## config.mk

```make
export PLATFORM = sky130hd
export DESIGN_NAME = eth_frame_adapter
export DESIGN_NICKNAME = d
export VERILOG_FILES = /design/src/rtl/eth_pkg.sv /design/src/rtl/eth_rx_filter.sv /design/src/rtl/eth_frame_adapter.sv
export SDC_FILE = /design/constraint.sdc
export NUM_CORES = 1
export LEC_CHECK = 0
export ABC_AREA = 1
export CORE_ASPECT_RATIO = 1.2
export CORE_MARGIN = 1
export CORE_UTILIZATION = 34
export DETAILED_ROUTE_END_ITERATION = 12
export DONT_BUFFER_PORTS = 1
export GPL_TIMING_DRIVEN = 1
export HOLD_SLACK_MARGIN = 0.06
export PLACE_DENSITY = 0.5
export SYNTH_ARGS = -nofsm -noshare
export SYNTH_HDL_FRONTEND = slang
export SYNTH_SLANG_ARGS = --single-unit
```

## constraint.sdc

```tcl
create_clock -name clk -period 5 [get_ports clk]
set_clock_uncertainty 0.15 [all_clocks]
set_input_delay 1 -clock clk [delete_from_list [all_inputs] [get_ports clk]]
set_output_delay 1 -clock clk [all_outputs]
set_load 0.01 [all_outputs]
```

## src/rtl/eth_pkg.sv

```systemverilog
// eth_pkg: shared constants, FSM state types and a saturating counter helper for the Ethernet framing layer.
package eth_pkg;
    localparam int ETH_HDR_BYTES = 14;
    localparam logic [47:0] ETH_BCAST = 48'hFFFF_FFFF_FFFF;
    localparam logic [15:0] ETH_TYPE_IPV4 = 16'h0800;

    typedef enum logic [2:0] {TX_IDLE, TX_HDR, TX_PAYLOAD, TX_PAD, TX_DISCARD} tx_state_t;
    typedef enum logic [1:0] {RX_HDR, RX_FWD, RX_DROP} rx_state_t;

    function automatic logic [15:0] sat_inc(input logic [15:0] v);
        return (v == 16'hFFFF) ? v : v + 16'd1;
    endfunction
endpackage

```

## src/rtl/eth_rx_filter.sv

```systemverilog
// eth_rx_filter: strips the Ethernet header, filters on destination and EtherType, counts good and dropped frames.
module eth_rx_filter
    import eth_pkg::*;
#(
    parameter logic [47:0] LOCAL_MAC = 48'h000A35000001,
    parameter logic [15:0] ETH_TYPE = ETH_TYPE_IPV4,
    parameter bit ACCEPT_BCAST = 1'b1
) (
    input  logic        clk,
    input  logic        rst_n,
    input  logic        promisc_en,
    input  logic [7:0]  mac_rx_data,
    input  logic        mac_rx_valid,
    input  logic        mac_rx_last,
    output logic        mac_rx_ready,
    output logic [7:0]  rx_out_data,
    output logic        rx_out_valid,
    output logic        rx_out_last,
    input  logic        rx_out_ready,
    output logic [15:0] rx_good_cnt,
    output logic [15:0] rx_drop_cnt
);
    rx_state_t state, state_nxt;
    logic [3:0] idx;
    logic [103:0] hdr_q;
    logic [111:0] hdr_full;
    logic rx_hs, hdr_done, match;

    // the match is taken on the incoming 14th byte, so the header is seen as stored bytes plus the live one
    assign hdr_full = {hdr_q, mac_rx_data};
    assign rx_hs = mac_rx_valid && mac_rx_ready;
    assign hdr_done = idx == 4'(ETH_HDR_BYTES - 1);
    assign match = (hdr_full[111:64] == LOCAL_MAC || (ACCEPT_BCAST && hdr_full[111:64] == ETH_BCAST) || promisc_en)
                   && hdr_full[15:0] == ETH_TYPE;

    always_comb begin
        state_nxt = state;
        mac_rx_ready = 1'b1;
        rx_out_valid = 1'b0;
        rx_out_data = 8'h00;
        rx_out_last = 1'b0;
        case (state)
            RX_HDR: if (rx_hs && !mac_rx_last && hdr_done) state_nxt = match ? RX_FWD : RX_DROP;
            RX_FWD: begin
                mac_rx_ready = rx_out_ready;
                rx_out_valid = mac_rx_valid;
                rx_out_data = mac_rx_data;
                rx_out_last = mac_rx_last;
                if (rx_hs && mac_rx_last) state_nxt = RX_HDR;
            end
            RX_DROP: if (rx_hs && mac_rx_last) state_nxt = RX_HDR;
            default: state_nxt = RX_HDR;
        endcase
    end

    always_ff @(posedge clk or negedge rst_n) begin
        if (!rst_n) begin
            state <= RX_HDR;
            idx <= '0;
            hdr_q <= '0;
            rx_good_cnt <= '0;
            rx_drop_cnt <= '0;
        end else begin
            state <= state_nxt;
            if (state == RX_HDR && rx_hs) begin
                hdr_q <= hdr_full[103:0];
                idx <= (mac_rx_last || hdr_done) ? 4'd0 : idx + 4'd1;
            end
            if (state == RX_FWD && rx_hs && mac_rx_last) rx_good_cnt <= sat_inc(rx_good_cnt);
            if (state != RX_FWD && rx_hs && mac_rx_last) rx_drop_cnt <= sat_inc(rx_drop_cnt);
        end
    end
endmodule

```

## src/rtl/eth_frame_adapter.sv

```systemverilog
// eth_frame_adapter: byte-stream Ethernet framing; TX adds header, pads and truncates, RX filters via eth_rx_filter.
module eth_frame_adapter
    import eth_pkg::*;
#(
    parameter logic [47:0] LOCAL_MAC = 48'h000A35000001,
    parameter logic [47:0] REMOTE_MAC = 48'h000A35000002,
    parameter logic [15:0] ETH_TYPE = ETH_TYPE_IPV4,
    parameter int MIN_PAYLOAD = 46,
    parameter int MAX_PAYLOAD = 1500,
    parameter bit ACCEPT_BCAST = 1'b1
) (
    input  logic        clk,
    input  logic        rst_n,
    input  logic        promisc_en,
    input  logic [7:0]  tx_in_data,
    input  logic        tx_in_valid,
    input  logic        tx_in_last,
    output logic        tx_in_ready,
    output logic [7:0]  mac_tx_data,
    output logic        mac_tx_valid,
    output logic        mac_tx_last,
    input  logic        mac_tx_ready,
    input  logic [7:0]  mac_rx_data,
    input  logic        mac_rx_valid,
    input  logic        mac_rx_last,
    output logic        mac_rx_ready,
    output logic [7:0]  rx_out_data,
    output logic        rx_out_valid,
    output logic        rx_out_last,
    input  logic        rx_out_ready,
    output logic [15:0] rx_good_cnt,
    output logic [15:0] rx_drop_cnt,
    output logic [15:0] tx_trunc_cnt
);
    localparam logic [111:0] HDR_BITS = {REMOTE_MAC, LOCAL_MAC, ETH_TYPE};

    tx_state_t state, state_nxt;
    logic [3:0] hdr_idx;
    logic [10:0] n;
    logic tx_hs, in_hs, at_max, short_frame, pad_done;

    assign tx_hs = mac_tx_valid && mac_tx_ready;
    assign in_hs = tx_in_valid && tx_in_ready;
    assign at_max = n == 11'(MAX_PAYLOAD - 1);
    assign short_frame = int'(n) + 1 < MIN_PAYLOAD;
    assign pad_done = n == 11'(MIN_PAYLOAD - 1);

    always_comb begin
        state_nxt = state;
        tx_in_ready = 1'b0;
        mac_tx_valid = 1'b0;
        mac_tx_data = 8'h00;
        mac_tx_last = 1'b0;
        case (state)
            TX_IDLE: if (tx_in_valid) state_nxt = TX_HDR;
            TX_HDR: begin
                mac_tx_valid = 1'b1;
                mac_tx_data = HDR_BITS[{4'd13 - hdr_idx, 3'b000} +: 8];
                if (mac_tx_ready && hdr_idx == 4'(ETH_HDR_BYTES - 1)) state_nxt = TX_PAYLOAD;
            end
            TX_PAYLOAD: begin
                tx_in_ready = mac_tx_ready;
                mac_tx_valid = tx_in_valid;
                mac_tx_data = tx_in_data;
                mac_tx_last = (tx_in_last && !short_frame) || at_max;
                if (in_hs) state_nxt = tx_in_last ? (short_frame ? TX_PAD : TX_IDLE) : (at_max ? TX_DISCARD : TX_PAYLOAD);
            end
            TX_PAD: begin
                mac_tx_valid = 1'b1;
                mac_tx_last = pad_done;
                if (mac_tx_ready && pad_done) state_nxt = TX_IDLE;
            end
            TX_DISCARD: begin
                tx_in_ready = 1'b1;
                if (tx_in_valid && tx_in_last) state_nxt = TX_IDLE;
            end
            default: state_nxt = TX_IDLE;
        endcase
    end

    // n counts payload bytes and keeps counting through padding, so one counter decides both pad end and truncation
    always_ff @(posedge clk or negedge rst_n) begin
        if (!rst_n) begin
            state <= TX_IDLE;
            hdr_idx <= '0;
            n <= '0;
            tx_trunc_cnt <= '0;
        end else begin
            state <= state_nxt;
            if (state == TX_IDLE) begin
                hdr_idx <= '0;
                n <= '0;
            end
            if (state == TX_HDR && tx_hs) hdr_idx <= hdr_idx + 4'd1;
            if ((state == TX_PAYLOAD && in_hs) || (state == TX_PAD && tx_hs)) n <= n + 11'd1;
            if (state == TX_PAYLOAD && in_hs && at_max && !tx_in_last) tx_trunc_cnt <= sat_inc(tx_trunc_cnt);
        end
    end

    eth_rx_filter #(
        .LOCAL_MAC   (LOCAL_MAC),
        .ETH_TYPE    (ETH_TYPE),
        .ACCEPT_BCAST(ACCEPT_BCAST)
    ) u_rx (
        .clk         (clk),
        .rst_n       (rst_n),
        .promisc_en  (promisc_en),
        .mac_rx_data (mac_rx_data),
        .mac_rx_valid(mac_rx_valid),
        .mac_rx_last (mac_rx_last),
        .mac_rx_ready(mac_rx_ready),
        .rx_out_data (rx_out_data),
        .rx_out_valid(rx_out_valid),
        .rx_out_last (rx_out_last),
        .rx_out_ready(rx_out_ready),
        .rx_good_cnt (rx_good_cnt),
        .rx_drop_cnt (rx_drop_cnt)
    );
endmodule

```

==> impl_metrics.py <==
metrics = {
    "run_status": {
        "outcome": "finished clean",
    },
    "drt": {
        "drc": 0,
        "drt_pre_antenna_iters": 5,
        "drt-initial-drc-count": 309,
        "wl_per_cell_um": 12.77,
        "drtAntennaViolNets": 0,
        "via_per_inst": 4.659,
        "drt-total-wl_mm": 17.28,
        "vias": 6304,
    },
    "synthesis": {
        "synthTopCellsByArea": "dfrtp_1 52%, nand2_1 13%, o21ai_0 6.9%, inv_1 6.5%, xor2_1 3.4%",
        "ys.flop_type": "dfrtp_1",
        "syn_area_mm2": 0.008429,
        "syn_inst": 1025,
        "synth_edf_count": 0,
        "ys_types": 35,
        "synth_seq_cells": 176,
        "yosys.area.top_type": "dfrtp_1",
        "syn_avg_cell_area_um2": 8.224,
        "synth.top_cells.by_count": "288 x nand2_1, 176 x dfrtp_1, 146 x inv_1",
        "ys_warn_count": 0,
        "syn-num-nets": 1066,
        "synth_top_area_share_pct": 52.25,
        "yosysMostFrequentCell": "nand2_1",
        "yosysSeqAreaShare_pct": 52.25,
        "synthArstFlopShare_pct": 100.0,
    },
    "critical_path": {
        "critPathRequiredTime_ns": 3.85,
        "critPathArrivalTime_ns": 2.30,
        "path_cells": "ha_1 -> nand3_1 -> nor2_1 -> nand3_1 -> nand2_1 -> nand2_1 -> nor2_1 -> nand2_1 -> nand2_1 -> nand2_1 -> nand2_1 -> o21ai_0",
        "critPathMaxFanout": 6,
        "critical_path_class": "flip-flop to output port",
        "crit_top_cell": "nand2_1",
        "start_kind": "flip-flop",
        "cp-end-kind": "output port",
        "slowest_delay_ns": 0.43,
        "slowest_stage": "dfrtp_1",
    },
    "placed_design": {
        "placedCellCount": 1321,
        "dp_hpwl_mm": 11.68,
        "io_buffer_count": 0,
        "gp_congestion": 0.8001,
    },
    "clock_network": {
        "cts_max_path_buffers": 2,
        "cts_tree": "done",
        "h-tree-depth": 4,
        "cts-resized-gates": 0,
        "clock_latency_ns": 0.43,
        "cts_buffers": 17,
        "cts_sinks": 176,
        "cts_setup_buffers": 0,
        "clkSlewWorstSetupHoldPaths_ns": 0.08,
        "hold_buffers": 0,
        "cts_root_buffer": "clkbuf_16",
    },
    "sta": {
        "finalCriticalPeriod_ns": 3.450,
        "hold_violations": 0,
        "slew_headroom_pct": 26.60,
        "setup_tns_ns": 0,
        "worst_hold_slack_ns": 0.1040,
        "worstMarginPinSlew_ns": 1.099,
        "fmax_ghz": 0.2899,
        "drv_slew": 0,
        "setup_violations": 0,
        "period_share_pct": 68.99,
        "rsz0062_at_grt": "no",
    },
    "floorplanning": {
        "core_mm2": 0.02413,
        "die_area_mm2": 0.02543,
        "core.rowCount": 62,
        "initial_core_util_pct": 34.94,
        "die_w_um": 145.7,
        "ios": 95,
        "die_h_um": 174.5,
    },
    "cells_and_area": {
        "fin_nets": 1061,
        "finish.utilization_pct": 38.55,
        "fill_cells": 2451,
        "n_antenna_cell": 0,
        "syn_to_final_growth_pct": 10.35,
        "drive_gt1_share_pct": 4.937,
        "layoutNonFillerInstCount": 1353,
    },
    "power": {
        "switching_share_pct": 34.85,
        "combPwrFrac_pct": 21.6,
        "power_frac_clock_pct": 28.9,
        "p_leak_uw": 0.004412,
        "internal_power_uw": 2844,
        "seqPwrFrac_pct": 49.4,
        "power.density_mw_per_mm2": 469.2,
        "vdd_drop_max_uv": 352.9,
        "switchingPower_uw": 1521,
    },
    "global_routing": {
        "grt_util_all_layers_pct": 14.38,
        "grt_pass1_wl_mm": 29.79,
        "grt_overflow": 0,
        "antenna_found_initial": 0,
        "first_global_vias": 6250,
        "grt_max_degree": 177,
    },
    "worst_hold_path": {
        "hp-class": "primary input to asynchronous set/reset pin",
    },
    "flow_run": {
        "drv_cap": 0,
    },
}
cells by family (layout without fill, tap and decap cells):
kind of cell	after synthesis	count (layout)	share of synthesized area, %
AND/OR/NAND/NOR	474	474	24.25
adder cells (fa/ha/maj)	16	16	2.375
AO/OA/AOI/OAI	142	142	8.728
buffers and inverters	174	182	7.926
flip-flops	176	176	52.25
XOR/XNOR	43	43	4.468
power by group through the flow:
stage / sequential (µW) / clock, µW / combinational [µW]
floorplan: 2100 / 0 / 787
global placement: 2180 / 0 / 952
detailed placement: 2190 / 0 / 961
CTS: 2160 / 1310 / 966
global route: 2220 / 1360 / 1130
finish: 2160 / 1260 / 945
state kept, by name, summed over array words and instances, names as in the netlist:
| signal | count |
|---|---|
| hdr_idx | 4 |
| n | 11 |
| state | 3 |
| tx_trunc_cnt | 16 |
| u_rx.hdr_q | 104 |
| u_rx.idx | 4 |
| u_rx.rx_drop_cnt | 16 |
| u_rx.rx_good_cnt | 16 |
| u_rx.state | 2 |
layout make-up:
type                            count  area [µm²]  share of cell area [%]
Clock inverter                     14       121.4                   1.305
Inverter                          148       556.8                   5.986
Timing Repair Buffer                2       15.01                  0.1614
Multi-Input combinational cell    675        3364                   36.17
Clock buffer                       18       439.2                   4.722
Sequential cell                   176        4404                   47.35
Tap cell                          320       400.4                   4.305
placed cells by master (no fill, tap or decap), types with 5 or more instances in the layout:
cell type,count
a21oi_1,9
o22ai_1,9
ha_1,16
nand4_1,20
dfrtp_1,176
nand2_1,288
inv_1,145
xor2_1,33
clkbuf_16,17
inv_6,5
xnor2_1,10
nor2_1,58
nor4_1,16
nor3_1,30
nand3_1,46
o21ai_0,117
through the flow:
stage                     setup slack [ns]  instance area [µm²]  total power, µW
after global placement               1.926                 8741             3131
after global routing                 1.247                 9301             4715
final                                1.550                 9301             4364
after detailed placement             1.911                 8741             3147
after CTS                            1.523                 9301             4436
after floorplan                      2.234                 8429             2888
final timing paths:
kind / cells past startpoint / from / end / slack, ns
hold reg to reg: 2 / u_rx.hdr_q[19]$_DFFE_PN0P_ / u_rx.hdr_q[19]$_DFFE_PN0P_ / 0.33
setup / recovery: 12 / n[0]$_DFFE_PN0P_ / mac_tx_last / 1.55
hold / removal: 0 / rst_n / u_rx.rx_drop_cnt[8]$_DFFE_PN0P_ / 0.10
min in group clk: 2 / u_rx.hdr_q[19]$_DFFE_PN0P_ / u_rx.hdr_q[19]$_DFFE_PN0P_ / 0.33
setup reg to reg: 9 / u_rx.state[1]$_DFFE_PN0P_ / u_rx.hdr_q[55]$_DFFE_PN0P_ / 2.06
max in group asynchronous: 0 / rst_n / u_rx.hdr_q[90]$_DFFE_PN0P_ / 4.31
critical path: cells and delay by family (launching register included):
kind                     cells  cell delay [ns]
AO/OA/AOI/OAI                1             0.15
adder cells (fa/ha/maj)      1             0.26
flip-flops                   1             0.43
AND/OR/NAND/NOR             10             1.04
layer usage:
layer / track usage (%) / vias to the layer above / part of all wire [%]
li1: - / 3259 / -
met1: 17.55 / 2917 / 46
met2: 24.06 / 106 / 48
met3: 3.386 / 22 / 4.0
met4: 6.491 / 0 / 1.9
met5: 0 / - / 0
Note: power is estimated with default switching activity, not from simulation.
==> RTL change: new RTL, same flow settings <==
Compare `hdr_idx` against `4'(ETH_HDR_BYTES - 1)` with >= in place of ==.
--- a/src/rtl/eth_frame_adapter.sv
+++ b/src/rtl/eth_frame_adapter.sv
@@ -58,3 +58,3 @@
                 mac_tx_data = HDR_BITS[{4'd13 - hdr_idx, 3'b000} +: 8];
-                if (mac_tx_ready && hdr_idx == 4'(ETH_HDR_BYTES - 1)) state_nxt = TX_PAYLOAD;
+                if (mac_tx_ready && hdr_idx >= 4'(ETH_HDR_BYTES - 1)) state_nxt = TX_PAYLOAD;
             end
Formal check against the unedited RTL: same outputs for any inputs over 10 cycles, from zero or initial values and one cycle with rst_n low; that may be too few to reach the edited logic, so the function may still have changed.
==> RTL change against the original RTL <==
Synthesized cell count is 0.88% higher; first-iteration DRC count is 16% higher; wire length is 3.8% higher; setup slack better by 31 ps; global-route usage is 0.67 points higher; core utilization is 0.056 points lower; power is 0.53% higher; register-to-register slack better by 90 ps; combinational power hardly changed; sequential cell count stayed put; highest routed layer unchanged; cell area is 0.17% higher; synthesized area is 0.45% higher.
==> RTL change: results (changes against the original RTL) <==
Met1 WL = 8.01 mm (was 7.99 mm)
Vias per std cell = 4.74 (was 4.66)
DP HPWL = 12.2 mm (was 11.7 mm)
M1 GR Usage = 0.184 (was 0.175)
Leak = 4.45 nW (was 4.41 nW)
GRT Overall Usage = 0.151 (was 0.144)
First-pass GRT wire length = 30.9 mm (was 29.8 mm)
GRT met3 Usage = 0.0366 (was 0.0339)
Largest Register = u_rx.hdr_q (unchanged)
Layout cell share with drive strength beyond 1 = 0.0491 (was 0.0494)
First-pass DRT Iterations = 4 (was 5)
Slowest-stage cell, CP = dfrtp_1 (unchanged)
R2r worst-path depth = 8 (was 9)
Sw Share = 0.353 (was 0.348)
Synthesized Nets = 1075 (was 1066)
Unique masters post-synth = 34 (was 35)
Post-DR wirelength/cell = 13.2 um (was 12.8 um)
Post-Syn Instances = 1034 (was 1025)
H-Tree Depth = 4 (unchanged)
Placed insts = 1328 (was 1321)
Worst-Margin Slew = 972 ps (was 1100 ps)
Worst-Skew Late Latency = 430 ps (about the same)
Area occupied by multi-input gates = 3390 sq um (was 3360 sq um)
CP Data Arrival Time = 2270 ps (was 2300 ps)
Worst VDD drop = 0.266 mV (was 0.353 mV)
Placement Setup Slack = 1990 ps (was 1910 ps)
Total gr overflow = 0 (unchanged)
Cell Area, Placed = 8750 sq um (was 8740 sq um)
WL met2 = 8.91 mm (was 8.26 mm)
GPL Wtd Cong = 0.811 (was 0.800)
Synth cell count leaders = nand2_1, dfrtp_1, inv_1 (unchanged)
DR WL met3 = 695 um (was 692 um)
DR iter-0 viols = 359 (was 309)
Met2 GRT Util = 0.257 (was 0.241)
Final non-filler cell total = 1359 (was 1353)
Clock-pin slew on the worst setup and hold paths = 70 ps
Vias in the first global route = 6355 (was 6250)
Seq/Total Area, Yosys = 0.520 (was 0.522)
Outcome = completed (unchanged)
Slowest stage delay, CP = 430 ps (about the same)
# fillers = 2517 (was 2451)
Synth top area cells = dfrtp_1, nand2_1, o21ai_0, inv_1, xor2_1 (unchanged)
[RTL change: changes by cell type in the layout (fill, tap and decap cells not counted), sizes merged, moves of 2 or more]
| cell | before | now |
|---|---|---|
| xor2 | 33 | 35 |
| nand2 | 291 | 307 |
| nand3 | 47 | 45 |
| nor4 | 17 | 15 |
| clkinv | 6 | 2 |
| nor2 | 63 | 60 |
| nand3b | 0 | 2 |
[RTL change: cells by family after synthesis]
| family | synth area share |
|---|---|
| buffers and inverters | 0.0802 |
| and+or+nand+nor | 0.243 |
| AOI/OAI and AO/OA | 0.0864 |
| DFF | 0.520 |
| adders and majority gates | 0.0236 |
| xor gates and xnor gates | 0.0465 |
[RTL change: final cells by class]
cell class              instances  share of cell area
clock inverters                14              0.0152
flip-flops and latches        176               0.473
well taps                     320              0.0430
clock buffers                  17              0.0457
inverters                     144              0.0580
multi-input cells             686               0.364
repair buffers                  2             0.00161
[RTL change: power by group through the flow]
stage	combinational, mW	sequential, mW	clock [mW]
2_1_floorplan	0.790	2.10	0
3_3_place_gp	0.946	2.17	0
3_5_place_dp	0.959	2.18	0
4_1_cts	0.968	2.16	1.34
5_1_grt	1.13	2.22	1.40
6_report	0.943	2.15	1.29
[RTL change: final timing paths]
kind | from | endpoint | slack [ps]
worst max-delay path | n[0] | mac_tx_last | 1580
worst min-delay path | rst_n | tx_trunc_cnt[3] | 110
worst max register to register | u_rx.state[1] | u_rx.hdr_q[39] | 2150
worst min register to register | u_rx.hdr_q[19] | u_rx.hdr_q[19] | 320
max in group asynchronous | rst_n | u_rx.hdr_q[74] | 4080
min in group clk | u_rx.hdr_q[19] | u_rx.hdr_q[19] | 320
